<file path="config.mk">
export PLATFORM = sky130hd
export DESIGN_NAME = coil_stage_sequencer
export DESIGN_NICKNAME = d
export VERILOG_FILES = /design/src/rtl/coil_stage_sequencer.sv
export SDC_FILE = /design/constraint.sdc
export NUM_CORES = 1
export LEC_CHECK = 0
export BUFFER_PORTS_ARGS = -buffer_cell sky130_fd_sc_hd__clkbuf_2
export CAP_MARGIN = 20
export CORE_ASPECT_RATIO = 0.6
export CORE_MARGIN = 2
export CORE_UTILIZATION = 54
export DETAILED_ROUTE_END_ITERATION = 8
export GPL_ROUTABILITY_DRIVEN = 0
export PLACE_DENSITY_LB_ADDON = 0.2
export SYNTH_ARGS = -nofsm -noshare
export SYNTH_HDL_FRONTEND = slang
export SYNTH_SLANG_ARGS = --single-unit
</file>
<file path="constraint.sdc">
create_clock -name clk -period 3.2 [get_ports clk]
set_input_delay 0.32 -clock clk [delete_from_list [all_inputs] [get_ports clk]]
set_output_delay 0.32 -clock clk [all_outputs]
set_load 0.01 [all_outputs]
</file>
<file path="src/rtl/coil_stage_sequencer.sv">
`default_nettype none
// ---------------------------------------------------------------------------
// coil_stage_sequencer : edge-triggered CHARGE -> FIRE/GAP x N -> COOLDOWN
// launcher sequencer with integrated PWM gating of the stage fire outputs.
// Revision 1.0
// ---------------------------------------------------------------------------
module coil_stage_sequencer #(
  parameter int NUM_STAGES      = 4,
  parameter int CNT_W           = 32,
  parameter int DUTY_W          = 32,
  parameter int PWM_PERIOD      = 588000,
  parameter int CHARGE_CYCLES   = 100000000,
  parameter int FIRE_CYCLES     = 50000,
  parameter int GAP_CYCLES      = 10000,
  parameter int COOLDOWN_CYCLES = 1000000,
  localparam int SW = (NUM_STAGES > 1) ? $clog2(NUM_STAGES) : 1
) (
  input  logic                  clk,
  input  logic                  rst,
  input  logic                  trig,
  input  logic                  abort,
  input  logic [DUTY_W-1:0]     duty_idle,
  input  logic [DUTY_W-1:0]     duty_fire,
  output logic                  charge_n,
  output logic [NUM_STAGES-1:0] fire,
  output logic                  pwm_out,
  output logic                  busy,
  output logic [SW-1:0]         stage_idx,
  output logic                  done
);

  localparam longint CNT_MAX  = (CNT_W  >= 63) ? 64'sh7FFF_FFFF_FFFF_FFFF
                                               : ((longint'(1) << CNT_W) - longint'(1));
  localparam longint DUTY_MAX = (DUTY_W >= 63) ? 64'sh7FFF_FFFF_FFFF_FFFF
                                               : ((longint'(1) << DUTY_W) - longint'(1));

  if (NUM_STAGES < 1 || PWM_PERIOD < 2 || CHARGE_CYCLES < 1 || FIRE_CYCLES < 1 ||
      GAP_CYCLES < 1 || COOLDOWN_CYCLES < 1) begin : g_bad_range
    $error("coil_stage_sequencer: parameter below its minimum");
  end

  if (longint'(CHARGE_CYCLES) > CNT_MAX || longint'(FIRE_CYCLES) > CNT_MAX ||
      longint'(GAP_CYCLES) > CNT_MAX || longint'(COOLDOWN_CYCLES) > CNT_MAX ||
      longint'(PWM_PERIOD) > DUTY_MAX) begin : g_bad_width
    $error("coil_stage_sequencer: parameter does not fit its counter width");
  end

  localparam logic [CNT_W-1:0]  CHARGE_LOAD = CNT_W'(CHARGE_CYCLES - 1);
  localparam logic [CNT_W-1:0]  FIRE_LOAD   = CNT_W'(FIRE_CYCLES - 1);
  localparam logic [CNT_W-1:0]  GAP_LOAD    = CNT_W'(GAP_CYCLES - 1);
  localparam logic [CNT_W-1:0]  COOL_LOAD   = CNT_W'(COOLDOWN_CYCLES - 1);
  localparam logic [DUTY_W-1:0] PWM_LAST    = DUTY_W'(PWM_PERIOD - 1);
  localparam logic [SW-1:0]     LAST_STAGE  = SW'(NUM_STAGES - 1);

  typedef enum logic [2:0] {
    S_IDLE     = 3'd0,
    S_CHARGE   = 3'd1,
    S_FIRE     = 3'd2,
    S_GAP      = 3'd3,
    S_COOLDOWN = 3'd4
  } state_t;

  state_t              state, state_nxt;
  logic [CNT_W-1:0]    timer, timer_nxt;
  logic [SW-1:0]       stage_nxt;
  logic                done_nxt;
  logic                trig_q;
  logic [DUTY_W-1:0]   pwm_cnt, pwm_cnt_nxt;
  logic [DUTY_W-1:0]   duty_q, duty_nxt;
  logic                start;
  logic                expired;
  logic                pwm_wrap;

  assign start    = trig & ~trig_q & (state == S_IDLE) & ~abort;
  assign expired  = (timer == '0);
  assign pwm_wrap = (pwm_cnt == PWM_LAST);

  always_ff @(posedge clk or posedge rst) begin
    if (rst) begin
      state     <= S_IDLE;
      timer     <= '0;
      stage_idx <= '0;
      done      <= 1'b0;
      trig_q    <= 1'b0;
      pwm_cnt   <= '0;
      duty_q    <= '0;
    end else begin
      state     <= state_nxt;
      timer     <= timer_nxt;
      stage_idx <= stage_nxt;
      done      <= done_nxt;
      trig_q    <= trig;
      pwm_cnt   <= pwm_cnt_nxt;
      duty_q    <= duty_nxt;
    end
  end

  always_comb begin
    state_nxt   = state;
    timer_nxt   = timer;
    stage_nxt   = stage_idx;
    done_nxt    = 1'b0;
    pwm_cnt_nxt = pwm_wrap ? '0 : pwm_cnt + DUTY_W'(1);
    duty_nxt    = pwm_wrap ? ((state == S_FIRE) ? duty_fire : duty_idle) : duty_q;

    if (abort) begin
      state_nxt   = S_IDLE;
      timer_nxt   = '0;
      stage_nxt   = '0;
      pwm_cnt_nxt = '0;
      duty_nxt    = duty_idle;
    end else begin
      // FIRE entry and exit restart the PWM period so every stage gets a full first period.
      case (state)
        S_IDLE: begin
          if (start) begin
            state_nxt = S_CHARGE;
            timer_nxt = CHARGE_LOAD;
          end
        end
        S_CHARGE: begin
          if (expired) begin
            state_nxt   = S_FIRE;
            timer_nxt   = FIRE_LOAD;
            stage_nxt   = '0;
            pwm_cnt_nxt = '0;
            duty_nxt    = duty_fire;
          end else begin
            timer_nxt = timer - CNT_W'(1);
          end
        end
        S_FIRE: begin
          if (expired) begin
            state_nxt   = (stage_idx == LAST_STAGE) ? S_COOLDOWN : S_GAP;
            timer_nxt   = (stage_idx == LAST_STAGE) ? COOL_LOAD : GAP_LOAD;
            pwm_cnt_nxt = '0;
            duty_nxt    = duty_idle;
          end else begin
            timer_nxt = timer - CNT_W'(1);
          end
        end
        S_GAP: begin
          if (expired) begin
            state_nxt   = S_FIRE;
            timer_nxt   = FIRE_LOAD;
            stage_nxt   = stage_idx + SW'(1);
            pwm_cnt_nxt = '0;
            duty_nxt    = duty_fire;
          end else begin
            timer_nxt = timer - CNT_W'(1);
          end
        end
        S_COOLDOWN: begin
          if (expired) begin
            state_nxt = S_IDLE;
            timer_nxt = '0;
            stage_nxt = '0;
            done_nxt  = 1'b1;
          end else begin
            timer_nxt = timer - CNT_W'(1);
          end
        end
        default: begin
          state_nxt = S_IDLE;
          timer_nxt = '0;
          stage_nxt = '0;
        end
      endcase
    end
  end

  assign charge_n = (state != S_CHARGE);
  assign busy     = (state != S_IDLE);
  assign pwm_out  = (pwm_cnt < duty_q);

  always_comb begin
    for (int i = 0; i < NUM_STAGES; i++) begin
      fire[i] = pwm_out && (state == S_FIRE) && (stage_idx == SW'(i));
    end
  end

endmodule
`default_nettype wire

</file>
== Word level (Yosys, flattened, before mapping) ==
Cells that the tools add are included.

* Bits in writable memories: 0
* Bits of input ports: 68
* Latch bits: 0
* Register bits: 103
* Memories: 0
* Bits in read-only memories: 0

* Magnitude comparators: 1
* Bitwise operators: 5
* Shift operators: 0
* Mux-type cells: 31
* Equal/unequal tests: 16
* Multipliers: 0
* $add $sub $neg: 3
* Reductions and logical operators: 15
* Divide/modulo/power cells: 0

{| class="wikitable"
|+ Operators by type and width
! operator !! count
|-
| $mux 32 || 14
|-
| $pmux 32 s4 || 1
|-
| $pmux 32 s2 || 1
|-
| $add 32x1->32 const B || 1
|-
| $eq 32x20->1 const B || 1
|-
| $logic_not 32->1 || 1
|-
| $lt 32x32->1 || 1
|-
| $sub 32x1->32 const B || 1
|-
| $mux 20 || 1
|-
| $mux 3 || 6
|-
| $ne 3x3->1 const B || 4
|-
| $pmux 3 s4 || 1
|-
| $ne 3x1->1 const B || 3
|-
| $eq 3x2->1 const B || 2
|-
| $mux 2 || 3
|-
| $pmux 2 s3 || 1
|-
| $reduce_or 2->1 || 3
|-
| $logic_and 1x1->1 || 5
|-
| $eq 2x2->1 const B || 2
|-
| $reduce_and 4->1 || 1
|-
| $and 1x1->1 || 3
|-
| $eq 3x1->1 const B || 1
|-
| $eq 3x3->1 const B || 1
|-
| $logic_not 3->1 || 1
|-
| other kinds (9) || 12
|}

== Logic depth before layout (Yosys ltp) ==
* Word-level depth: 7
* Gate-level depth with buffers: 9
* Depth with buffers taken out: 7

== Worst setup path before layout ==
OpenSTA, ideal clock, no wires.

* Path kind: reg2reg
* Start point: reg timer[10]
* End point: reg duty_q[10]
* Setup slack: 523 ps
* Required time: 3074 ps
* Arrival: 2551 ps
* Setup time: 126 ps
* Cell stages (with the launch flop): 9
* Clock period less this slack: 2677 ps
* Path through: dfrtp_1 > or4_4 > buf_6 > or4_4 > buf_6 > nor4_4 > buf_6 > nor4_1 > a221o_1

* Longest elaborated chain between the ends: 4
* Elaborated cells on any way between the ends: 5

{| class="wikitable"
|+ RTL lines
! what !! RTL line !! source
|-
| from (decl) || 64 || <nowiki>logic [CNT_W-1:0] timer, timer_nxt;</nowiki>
|-
| from (signal assigned) || 89 || <nowiki>timer <= timer_nxt;</nowiki>
|-
| $logic_not 32->1 * || 75 || <nowiki>assign expired = (timer == '0);</nowiki>
|-
| $mux 32 (on tied branches) || 122, 143, 133 ||
|-
| $pmux 32 s2 * || 114 || <nowiki>case (state)</nowiki>
|-
| $mux 32 * || 106 || <nowiki>if (abort) begin</nowiki>
|-
| via duty_nxt[10] || 69 || <nowiki>logic [DUTY_W-1:0] duty_q, duty_nxt;</nowiki>
|-
| to (signal assigned) || 94 || <nowiki>duty_q <= duty_nxt;</nowiki>
|-
| to (decl) || 69 ||
|}

The timed path passes the listed nets; every way through them passes the cells marked *.
A chain may end at the register's enable or synchronous reset.

== Worst setup path in the final report ==
* Start point: reg timer[14]
* End point: reg duty_q[0]

Same word-level chain as after synthesis.

==> results by stage <==
Critical path:
- STA puts the critical path data required time at 3490 ps.
- The cell class contributing the biggest share of worst-path delay is simple AND/OR/NAND/NOR gates.
- On the worst path, the slowest cell contributes a delay of 650 ps.
- The slowest stage of the critical path is the sky130_fd_sc_hd__or4_1 cell.
- The critical path arrival is around 3300 ps.
- The cell count of the worst reg-to-reg path is 6.
- The worst setup path is launched from a flip-flop.
- The worst path buffer plus inverter count is 1.
- The maximum fanout along the worst path is 32.
- The signal on the critical path passes through or4_1 > or4_4 > nor3_4 > a21o_1 > buf_4 > a221o_1.
- The type of the worst setup path is reg2reg.
- STA classifies the critical path endpoint as a flip-flop.
- The critical path depth in cells is 6.

STA:
- The count of final setup violators is 0.
- Derived from the worst setup path, the maximum achievable clock frequency is 0.335 GHz.
- Setup total negative slack on the finished layout was measured at 0 ps.
- The number of hold-slack violations in the final timing report is 0.
- Final hold analysis gives a worst-case slack of 98.4 ps.
- The minimum clock period is 2990 ps.
- After layout, the worst path uses 93.4% of the clock period.
- Setup repair after global routing left no endpoint under its margin.
- The clock arrives with 8.14 ps of skew.
- The transition time at the pin with the least slew margin is between 900 and 1000 ps.
- After layout, the worst setup slack is 211 ps.
- The relative max-transition margin is about two fifths.
- The final number of max-transition violations came to 0.

Drt:
- The iteration-0 DRC count of the detailed router is ~1.0k.
- In the final routed layout, each cell accounts on average for 21.9 um.
- The detailed-route wire length on metal 1 is a little over 10 mm.
- After detailed routing, the number of vias per cell comes to 7.01.
- The highest metal layer with signal wires is met4.
- For this block, the routed nets add up to around 23 mm of wire.
- The number of routed nets with antenna violations is 0.
- Detailed routing placed a total of between 9 and 10 mm of wire on met2.
- The routed layout has 7,376 vias.
- Before antenna repair, the detailed router went through 5 iterations.
- The amount of wire on met3 after detailed routing is roughly 2.7 mm.
- In the routed design, unresolved DRC markers number 0.

Power and ir drop:
- Combinational cells account for 33.4% of the total power.
- The share of total power in the clock network is 27.8%.
- The cell-internal power is 2.68 mW.
- The analysis attributes to cell leakage a power of ~3.6 nW.
- Of the total power, the share spent switching nets is a little under two fifths.
- The fraction of power consumed by sequential logic is 38.8%.
- Across the VDD grid, the largest voltage drop is 314 uV.
- The total power per unit cell area is 521 nW/um^2.
- The switching power is 1.62 mW.

Yosys:
- Of the synthesized area, sequential elements account for 35.1%.
- In this run the mean area of a mapped cell was 8.95 um^2.
- The xor/xnor share of the synthesized area is 3.10%.
- In the synthesized netlist the dominant register cell turns out to be sky130_fd_sc_hd__dfrtp_1.
- The synthesized netlist devotes a little under a fifth of its cell area to compound gates.
- The largest family of logic cells by synthesized area is simple AND/OR/NAND/NOR gates.
- In this run, synthesis inferred 0 flip-flops with an integrated enable.
- In the synthesized netlist the async set-or-reset flop fraction comes to 100%.
- The post-synthesis mux area share is slightly above 5%.
- The adder-cell share of the synthesized area is about 6.3%.
- The number of nets in the synthesized netlist is 926.
- The cell area after synthesis is 7350 um^2.
- The simple-gate area share of the yosys netlist is 24.9%.
- After synthesis, the netlist uses 65 different library cells.
- The number of standard cells after synthesis is just over 800.
- Synthesis inferred 103 register bits.
- The warning count from the yosys run is 0.

Layout:
- Leaving out fill and tap cells, the most frequent cell in the layout is sky130_fd_sc_hd__dfrtp_1.
- The fraction of layout instances using a drive strength above 1 is 19.7%.
- The repair_antennas step left the layout with diodes totalling 0.
- Relative to the synthesized area, the layout overhead comes to 12.2%.
- The top cell types in the final layout, fill and taps aside, are 103 x sky130_fd_sc_hd__dfrtp_1, 87 x sky130_fd_sc_hd__nor4_1, 77 x sky130_fd_sc_hd__clkbuf_2.
- Once layout is complete, the utilization of the core stands at 63.2%.
- For this run, the number of standard cells in the final layout without fillers is 1,052.
- At the end of the flow, the number of nets in the layout was 983.

Global routing:
- Entering global routing, the biggest net connects 72 pins.
- The residual overflow from global routing is 0.
- The overall routing resource usage is 32.4%.
- The via count of the first global-routing pass is 7,175.
- The number of antenna violations at the first check in global routing is 0.
- The first global-routing pass estimated between 30 and 40 mm of wire.

CTS:
- The tree is rooted in a sky130_fd_sc_hd__clkbuf_16.
- The maximum number of buffers from clock root to sink is 2.
- TritonCTS built the clock tree.
- The later pin in the worst-skew pair is clocked with a latency of 360 ps.
- In this run, post-CTS repair resized a total of 0 instances.
- The number of clock sinks seen by CTS is 103.
- Clock tree synthesis inserted a total of 9 buffers.
- For this design, the CTS-stage hold fixing added 0 buffers.
- The post-CTS setup-driven buffer insertion count is 0.
- The clock-pin transition on the worst setup and hold timing paths is 70 ps.
- The H-tree depth reported by CTS is 3.

Floorplanning:
- The effective utilization at floorplan is approximately 56%.
- The vertical die dimension is 94.4 um.
- The floorplan step defined a die boundary enclosing 14,600 um^2.
- The die is between 150 and 200 um wide.
- 78 I/O pins were placed.
- The count of standard-cell rows is 32.
- The core region area is 13,100 um^2.

Placed design:
- The count of port buffers added during placement is between 70 and 80.
- The HPWL reported at the end of detailed placement is between 15 and 20 mm.
- Counting tap cells, the placed design contains a total of 1,037 instances.
- Timing analysis after detailed placement gives a worst setup slack of 317 ps.

Worst hold path:
- Along the worst hold path, the cell count comes to 1.
- The worst hold path class is in2reg.

Flow run:
- The total of max-cap violations is 0.

Outcome:
- The flow ran to the end, and the final reports show no timing, DRC or antenna violations.
sequential cells by signal, summed over array words and instances (netlist names):
name,flops
stage_idx,2
state,3
timer,32
pwm_cnt,32
trig_q,1
done,1
duty_q,32
per-stage QoR:
step,instance area [um^2],power (mW)
6_report,8250,4.30
5_1_grt,8250,4.51
4_1_cts,8250,4.25
3_5_place_dp,7940,3.05
3_3_place_gp,7940,3.00
2_1_floorplan,7350,2.65
final timing paths:
kind	from	endpoint	slack, ps
min in group asynchronous	rst	timer[26]$_DFFE_PP0N_	150
hold / removal	trig	trig_q$_DFF_PP0_	100
hold reg to reg	timer[15]$_DFFE_PP0N_	timer[15]$_DFFE_PP0N_	510
setup / recovery	timer[14]$_DFFE_PP0N_	duty_q[0]$_DFF_PP0_	210
max in group asynchronous	rst	duty_q[19]$_DFF_PP0_	2220
setup reg to reg	timer[14]$_DFFE_PP0N_	duty_q[0]$_DFF_PP0_	210
layer usage:
layer | vias up | track usage, %
li1 | 3304 | -
met1 | 3520 | 46.9
met2 | 512 | 47.7
met3 | 40 | 9.13
met4 | 0 | 9.03
met5 | - | 0
power groups by stage:
stage / sequential (mW) / combinational (mW) / clock [mW]
floorplan: 1.61 / 1.04 / 0
global placement: 1.67 / 1.34 / 0
detailed placement: 1.68 / 1.37 / 0
CTS: 1.66 / 1.39 / 1.21
global route: 1.69 / 1.56 / 1.25
finish: 1.67 / 1.43 / 1.20
cell type report:
class | count | area, um^2
Clock buffer | 9 | 225
Clock inverter | 6 | 86.3
Fill cell | 1096 | 4810
Inverter | 47 | 179
Multi-Input combinational cell | 608 | 4300
Sequential cell | 103 | 2580
Tap cell | 170 | 213
Timing Repair Buffer | 109 | 663
synth_stat cells, types with 10 or more instances:
library cell / n / area share [%]
sky130_fd_sc_hd__a21oi_1: 30 / 2.0
sky130_fd_sc_hd__nand2_1: 38 / 1.9
sky130_fd_sc_hd__a221o_1: 35 / 4.8
sky130_fd_sc_hd__nand4_1: 28 / 2.4
sky130_fd_sc_hd__buf_2: 10 / 0.68
sky130_fd_sc_hd__inv_1: 47 / 2.4
sky130_fd_sc_hd__mux2_2: 32 / 4.9
sky130_fd_sc_hd__nor4_1: 87 / 7.4
sky130_fd_sc_hd__o21ai_0: 24 / 1.6
sky130_fd_sc_hd__nor3_1: 23 / 1.6
sky130_fd_sc_hd__clkbuf_1: 43 / 2.2
sky130_fd_sc_hd__ha_1: 37 / 6.3
sky130_fd_sc_hd__a31oi_1: 46 / 3.9
sky130_fd_sc_hd__nand3_1: 22 / 1.5
sky130_fd_sc_hd__nor2_1: 51 / 2.6
sky130_fd_sc_hd__dfrtp_1: 103 / 35
sky130_fd_sc_hd__xor2_1: 18 / 2.1
sky130_fd_sc_hd__or3_1: 18 / 1.5
kinds of logic (layout without fill, tap and decap cells):
| logic type | count (synthesis) | count (layout) |
|---|---|---|
| adders and majority gates | 37 | 37 |
| buffers and inverters | 110 | 171 |
| xor gates and xnor gates | 26 | 26 |
| and+or+nand+nor | 320 | 320 |
| DFF | 103 | 103 |
| AOI/OAI and AO/OA | 192 | 192 |
| muxes | 33 | 33 |
worst reg2reg max path, delay by kind of cell, from the launching register on:
kind / cells / cell delay [ps]
buf+inv: 1 / 380
compound gates: 2 / 410
simple gates: 3 / 1700
flops: 1 / 430
Power figures use the tool's default switching activity.
